<file path="src/rtl/decade_step_driver.sv">
// ---------------------------------------------------------------------------
// decade_step_driver
//
// Synchronous driver for a chain of asynchronous up/down decade counters.
// It turns manual step requests or a prescaled auto-step tick into
// active-low INC/DEC strobes. It also issues counter-clear pulses. The
// chain's active-low CARRY/BORROW outputs are watched to flag timer expiry
// (down-wrap from 0) and overflow (up-wrap from max).
//
// Parameters:
//   PRESC  CLK cycles per auto-step tick (must exceed PW+GAP+2)
//   PW     strobe / clear width in CLK cycles (>= 3, covers sync latency)
//   GAP    idle cycles after every strobe or clear, for ripple settling
//
// Ports:
//   CLK       system clock, rising edge
//   CLR_N     asynchronous active-low reset
//   RUN       level, enables prescaled auto-stepping
//   DIR       0 = up (INC_N), 1 = down (DEC_N), captured when a step starts
//   STEP      single-cycle manual step request (ignored while BUSY)
//   LOAD_CLR  single-cycle clear request (held pending while BUSY)
//   CARRY_N   chain carry, active-low, asynchronous
//   BORROW_N  chain borrow, active-low, asynchronous
//   INC_N     increment strobe to the chain, active-low
//   DEC_N     decrement strobe to the chain, active-low
//   CNT_CLR   clear to the chain, active-high
//   BUSY      strobe, clear or gap in progress
//   EXPIRED   sticky, a down-step wrapped from 0
//   OVF       sticky, an up-step wrapped from max
//
// Build option:
//   EXPIRE_CLR_EN  when defined, a step that sets EXPIRED or OVF is
//                  followed by an automatic chain clear. The flag that was
//                  just set survives that clear.
// ---------------------------------------------------------------------------
module decade_step_driver #(
  parameter int PRESC = 50000,
  parameter int PW    = 4,
  parameter int GAP   = 4
) (
  input  logic CLK,
  input  logic CLR_N,
  input  logic RUN,
  input  logic DIR,
  input  logic STEP,
  input  logic LOAD_CLR,
  input  logic CARRY_N,
  input  logic BORROW_N,
  output logic INC_N,
  output logic DEC_N,
  output logic CNT_CLR,
  output logic BUSY,
  output logic EXPIRED,
  output logic OVF
);

  localparam logic [1:0] S_IDLE  = 2'd0;
  localparam logic [1:0] S_PULSE = 2'd1;
  localparam logic [1:0] S_GAP   = 2'd2;
  localparam logic [1:0] S_CLRP  = 2'd3;

  localparam int CNTMAX = (PW > GAP) ? PW : GAP;
  localparam int CW     = $clog2(CNTMAX + 1);
  localparam int PSW    = (PRESC > 1) ? $clog2(PRESC) : 1;

  localparam logic [CW-1:0]  PW_LAST    = CW'(PW - 1);
  localparam logic [CW-1:0]  GAP_LAST   = CW'(GAP - 1);
  localparam logic [PSW-1:0] PRESC_LAST = PSW'(PRESC - 1);

  generate
    if (PRESC <= PW + GAP + 2) begin : g_bad_presc
      $error("decade_step_driver: PRESC must exceed PW+GAP+2");
    end
    if (PW < 3) begin : g_bad_pw
      $error("decade_step_driver: PW must be at least 3");
    end
  endgenerate

  logic [1:0]     state, state_nx;
  logic [CW-1:0]  cnt, cnt_nx;
  logic           dir_q, dir_nx;
  logic           carry_m, carry_s, borrow_m, borrow_s;
  logic [PSW-1:0] presc;
  logic           tick_pend, clr_pend;
  logic           clr_req, auto_sup, tick_ok, presc_term;
  logic           start_step, start_clr, enter_clrp, flag_hit;
`ifdef EXPIRE_CLR_EN
  logic           auto_clr, keep_exp;
`endif

  // CARRY_N / BORROW_N come straight from the ripple chain, so each one
  // gets a plain 2-FF synchronizer. Both idle high.
  always_ff @(posedge CLK or negedge CLR_N) begin
    if (!CLR_N) begin
      carry_m  <= 1'b1;
      carry_s  <= 1'b1;
      borrow_m <= 1'b1;
      borrow_s <= 1'b1;
    end else begin
      carry_m  <= CARRY_N;
      carry_s  <= carry_m;
      borrow_m <= BORROW_N;
      borrow_s <= borrow_m;
    end
  end

  // Next-state logic. In IDLE, a clear outranks a step, and a step
  // outranks an auto tick. The count register times PULSE, CLRP and GAP.
  always_comb begin
    clr_req    = LOAD_CLR | clr_pend;
    auto_sup   = DIR ? EXPIRED : OVF;
    tick_ok    = tick_pend & ~auto_sup;
    presc_term = RUN & ~LOAD_CLR & (presc == PRESC_LAST);
    // The synchronized flag has settled by the last strobe cycle, because
    // PW covers the synchronizer latency.
    flag_hit   = (state == S_PULSE) && (cnt == PW_LAST) &&
                 (dir_q ? ~borrow_s : ~carry_s);
    state_nx   = state;
    cnt_nx     = cnt + 1'b1;
    start_step = 1'b0;
    start_clr  = 1'b0;
    case (state)
      S_IDLE: begin
        cnt_nx = '0;
        if (clr_req) begin
          state_nx  = S_CLRP;
          start_clr = 1'b1;
        end else if (STEP | tick_ok) begin
          state_nx   = S_PULSE;
          start_step = 1'b1;
        end
      end
      S_PULSE, S_CLRP: begin
        if (cnt == PW_LAST) begin
          state_nx = S_GAP;
          cnt_nx   = '0;
        end
      end
      S_GAP: begin
        if (cnt == GAP_LAST) begin
          cnt_nx = '0;
`ifdef EXPIRE_CLR_EN
          state_nx = auto_clr ? S_CLRP : S_IDLE;
`else
          state_nx = S_IDLE;
`endif
        end
      end
      default: begin
        state_nx = S_IDLE;
        cnt_nx   = '0;
      end
    endcase
    enter_clrp = (state_nx == S_CLRP) && (state != S_CLRP);
    dir_nx     = start_step ? DIR : dir_q;
  end

  // Sequential state, request bookkeeping and flags. The outputs are
  // registered from the next state, which keeps them glitch-free toward
  // the asynchronous chain. CNT_CLR resets high, so the chain is cleared
  // even when reset cuts a strobe short.
  always_ff @(posedge CLK or negedge CLR_N) begin
    if (!CLR_N) begin
      state     <= S_IDLE;
      cnt       <= '0;
      dir_q     <= 1'b0;
      presc     <= '0;
      tick_pend <= 1'b0;
      clr_pend  <= 1'b0;
      EXPIRED   <= 1'b0;
      OVF       <= 1'b0;
      INC_N     <= 1'b1;
      DEC_N     <= 1'b1;
      CNT_CLR   <= 1'b1;
      BUSY      <= 1'b0;
`ifdef EXPIRE_CLR_EN
      auto_clr  <= 1'b0;
      keep_exp  <= 1'b0;
`endif
    end else begin
      state <= state_nx;
      cnt   <= cnt_nx;
      dir_q <= dir_nx;

      if (LOAD_CLR)
        presc <= '0;
      else if (RUN)
        presc <= (presc == PRESC_LAST) ? '0 : presc + 1'b1;

      // The tick queue is one deep. A tick that arrives while one is
      // already pending is dropped.
      if (enter_clrp)
        tick_pend <= 1'b0;
      else if (presc_term & ~auto_sup)
        tick_pend <= 1'b1;
      else if (start_step & ~STEP)
        tick_pend <= 1'b0;

      if (start_clr)
        clr_pend <= 1'b0;
      else if (LOAD_CLR)
        clr_pend <= 1'b1;

      if (enter_clrp) begin
`ifdef EXPIRE_CLR_EN
        if (auto_clr) begin
          EXPIRED <= EXPIRED & keep_exp;
          OVF     <= OVF & ~keep_exp;
        end else begin
          EXPIRED <= 1'b0;
          OVF     <= 1'b0;
        end
`else
        EXPIRED <= 1'b0;
        OVF     <= 1'b0;
`endif
      end else if (flag_hit) begin
        if (dir_q)
          EXPIRED <= 1'b1;
        else
          OVF <= 1'b1;
      end

`ifdef EXPIRE_CLR_EN
      if (flag_hit) begin
        auto_clr <= 1'b1;
        keep_exp <= dir_q;
      end else if (enter_clrp) begin
        auto_clr <= 1'b0;
      end
`endif

      INC_N   <= ~((state_nx == S_PULSE) & ~dir_nx);
      DEC_N   <= ~((state_nx == S_PULSE) & dir_nx);
      CNT_CLR <= (state_nx == S_CLRP);
      BUSY    <= (state_nx != S_IDLE);
    end
  end

endmodule

</file>
<file path="config.mk">
export PLATFORM = sky130hd
export DESIGN_NAME = decade_step_driver
export DESIGN_NICKNAME = d
export VERILOG_FILES = /design/src/rtl/decade_step_driver.sv
export SDC_FILE = /design/constraint.sdc
export NUM_CORES = 1
export LEC_CHECK = 0
export CELL_PAD_IN_SITES_DETAIL_PLACEMENT = 0
export CELL_PAD_IN_SITES_GLOBAL_PLACEMENT = 1
export CORE_UTILIZATION = 40
export DETAILED_ROUTE_END_ITERATION = 6
export PLACE_DENSITY = 0.77
export SKIP_LAST_GASP = 1
export SLEW_MARGIN = 20
export SYNTH_ARGS = -nofsm -noshare
export SYNTH_HDL_FRONTEND = slang
export SYNTH_SLANG_ARGS = --single-unit
export TNS_END_PERCENT = 50
</file>
<file path="constraint.sdc">
create_clock -name CLK -period 1.6 [get_ports CLK]
set_input_delay 0.32 -clock CLK [delete_from_list [all_inputs] [get_ports CLK]]
set_output_delay 0.32 -clock CLK [all_outputs]
set_load 0.03 [all_outputs]
</file>
==> impl_metrics.py <==
metrics = {
    "outcome": {
        "status": "finished, final reports clean",
    },
    "sta": {
        "finalHoldViolCount": 0,
        "slew_viol_final": 0,
        "max_freq_mhz": 626,
        "worst_pin_slew_ns": 0.451,
        "fin_crit_ns": 1.60,
        "hold_ws_ns": 0.358,
        "rsz0062_at_grt": "yes",
        "period_share": 0.998,
        "setup_ws_ns": 0.00265,
        "setup_violations": 0,
        "skew_ns": 0.00834,
        "slew_headroom": 0.699,
    },
    "yosys": {
        "synth_top_family_by_area": "simple AND/OR/NAND/NOR gates",
        "yosys-top-cells-area": "dfrtp_1 (40%), dfstp_2 (11%), a31oi_1 (4.4%), nand3_1 (3.2%), nor2_1 (2.7%)",
        "synthXorXnorAreaFrac": 0.00517,
        "ys_warn_count": 0,
        "synth_top_area_cell": "dfrtp_1",
        "ys_seq_elements": 34,
        "synth-simple-area-share": 0.281,
        "synth_cells": 166,
        "ys_types": 45,
        "synthDominantCellAreaShare": 0.399,
        "seq_area_frac_synth": 0.507,
        "synth_commonest_cells": "dfrtp_1 (27), a31oi_1 (12), nor2_1 (12)",
        "async_reset_ff_frac": 1.00,
        "synth_mux_area_frac": 0.0185,
        "synth_edf_count": 0,
        "synthAdderAreaFrac": 0.0148,
        "synth.most_common_cell": "dfrtp_1",
        "netlist_area_sq_um": 1700,
        "ys.flop_type": "dfrtp_1",
        "synth-compound-area-share": 0.143,
        "syn_nets": 176,
        "avgSynthCellArea_sq_um": 10.2,
    },
    "die": {
        "start_util": 0.421,
        "coreArea_sq_um": 4030,
        "placementRows": 23,
        "dieHeight_um": 67.1,
        "io_pins": 14,
        "floorplan.die.width_um": 67.1,
        "die-area_sq_um": 4500,
    },
    "min_path": {
        "min-delay-start": "borrow_m$_DFF_PN1_",
        "min_path_type": "register to register",
        "min_to": "borrow_s$_DFF_PN1_",
        "min_path_cells": 0,
    },
    "detailed_routing": {
        "dr.pass1.iters": 4,
        "routedWlPerCell_um": 15.6,
        "drc": 0,
        "avgViaCountPerCell": 5.67,
        "first_iter_violations": 62,
        "finalWirelength_um": 4170,
        "ant_nets": 0,
        "vias": 1513,
    },
    "worst_setup_path": {
        "regToRegEndpoint": "presc[8]$_DFFE_PN0P_",
        "worstSetupPathType": "register to register",
        "cp_max_fo": 5,
        "endpoint_kind": "register",
        "critical_path_required_ns": 1.77,
        "reg2regPathDepth": 6,
        "critPathLaunchType": "register",
        "arrival_ns": 1.77,
        "rrSetupSlack_ns": 0.003,
        "regToRegStartpoint": "presc[4]$_DFFE_PN0P_",
    },
    "clock_tree": {
        "clock_path_buffers": 2,
        "cts_root_buffer": "clkbuf_8",
        "h-tree-depth": 2,
        "clock_latency_ns": 0.29,
        "hold_buffers": 0,
        "clkSlewWorstSetupHoldPaths_ns": 0.07,
        "numCtsBuffers": 5,
        "clock-sinks": 34,
        "cts_tree": "built",
    },
    "grt": {
        "grt_max_degree": 35,
        "grt_overflow": 0,
        "antenna_found_initial": 0,
        "grt_usage": 0.207,
        "grt_pass1_wl_um": 6690,
        "grt_pass1_vias": 1421,
    },
    "cells_and_area": {
        "num_antenna_cells": 0,
        "fin_nets": 226,
        "layout-drive-gt1-share": 0.336,
        "final_cell_count_no_fill": 267,
        "area_growth_pct": 37.8,
    },
    "placement": {
        "dp_slack_ns": -0.262,
        "port_buffers": 13,
        "globalplace.congestion": 0.923,
        "hpwlAfterDp_um": 2890,
        "placedCellCount": 255,
    },
    "power": {
        "irDropWorstVdd_v": 0.000816,
        "power_density_nw_per_um2": 1050,
        "power_leakage_nw": 0.973,
        "power_w": 0.00245,
    },
    "run": {
        "cap_violations": 0,
    },
}
[registers in the layout, indices dropped and copies added, names as in the netlist]
register and cells:
carry_s 1, INC_N 1, borrow_m 1, EXPIRED 1
carry_m 1, clr_pend 1, presc 16, cnt 3
tick_pend 1, dir_q 1, BUSY 1, state 2
CNT_CLR 1, OVF 1, DEC_N 1, borrow_s 1
[cell usage in the layout (no fill, tap or decap), types with 4 or more instances in the layout]
master	netlist	layout
nand3_1	11	10
inv_1	6	6
nand4_1	6	6
clkbuf_8	0	6
clkdlybuf4s50_1	0	8
dfrtp_1	27	25
dfstp_2	7	7
buf_4	0	30
a31oi_1	12	11
o22ai_1	4	4
nor2_1	12	10
nand2b_1	5	5
buf_6	0	4
dlygate4sd2_1	0	4
nand2_1	11	11
[where the power goes]
group / total, W / switching [W] / internal [W]
logic: 0.000683 / 0.000360 / 0.000324
registers: 0.00110 / 0.0000890 / 0.00101
clock network: 0.000663 / 0.000317 / 0.000346
total: 0.00245 / 0.000766 / 0.00168
[repair_timing]
item | 4_1_cts | 5_1_grt
setup endpoints to repair | 8 | 20
pin swaps | 0 | 6
resized for setup | 4 | 22
setup buffers | 0 | 3
cloned | 0 | 1
[layout make-up]
class	instances	area (sq um)
well taps	50	62.6
inverters	6	22.5
repair buffers	49	423
multi-input cells	120	871
fillers	357	1690
clock buffers	6	82.6
clock inverters	2	12.5
flip-flops and latches	34	862
[kinds of logic after synthesis]
family | count (synthesis)
AND/OR/NAND/NOR | 78
buffers and inverters | 12
multiplexers | 3
flip-flops | 34
XOR/XNOR | 1
AO/OA/AOI/OAI | 36
adder cells (fa/ha/maj) | 2
[how the worst max path moves through the flow]
stage          slack (ns)  depth (start not counted)                  from                    end
2_1_floorplan        0.05                          5  presc[0]$_DFFE_PN0P_  presc[14]$_DFFE_PN0P_
3_3_place_gp        -0.18                          5              LOAD_CLR   presc[9]$_DFFE_PN0P_
3_5_place_dp        -0.26                          5              LOAD_CLR         BUSY$_DFF_PN0_
4_1_cts             -0.06                          1       OVF$_DFFE_PN0P_                    OVF
5_1_grt             -0.05                          5  presc[0]$_DFFE_PN0P_  presc[14]$_DFFE_PN0P_
6_report            0.003                          6  presc[4]$_DFFE_PN0P_   presc[8]$_DFFE_PN0P_
[layer usage]
metal | vias to the layer above | track usage | routed length [um]
met5 | - | 0 | 0
met4 | 0 | 0.112 | 109
met3 | 9 | 0.0428 | 141
met2 | 27 | 0.304 | 2020
met1 | 748 | 0.285 | 1900
li1 | 729 | - | -
[critical path: stages, from the launching register on]
cell and delay [ns]:
dfrtp_1 0.43, and4bb_2 0.33, nand4_1 0.12, buf_6 0.17, buf_4 0.16, a41oi_2 0.20
a31oi_1 0.07
[stage by stage]
| stage | area [sq um] | util | TNS, ns |
|---|---|---|---|
| after floorplan | 1700 | - | 0 |
| after global placement | 2110 | 0.525 | -2.10 |
| after detailed placement | 2110 | 0.525 | -3.04 |
| after CTS | 2200 | 0.547 | -0.111 |
| after global routing | 2340 | 0.580 | -0.214 |
| final | 2340 | 0.580 | 0 |
No activity file was read; power rests on OpenSTA's default activity.
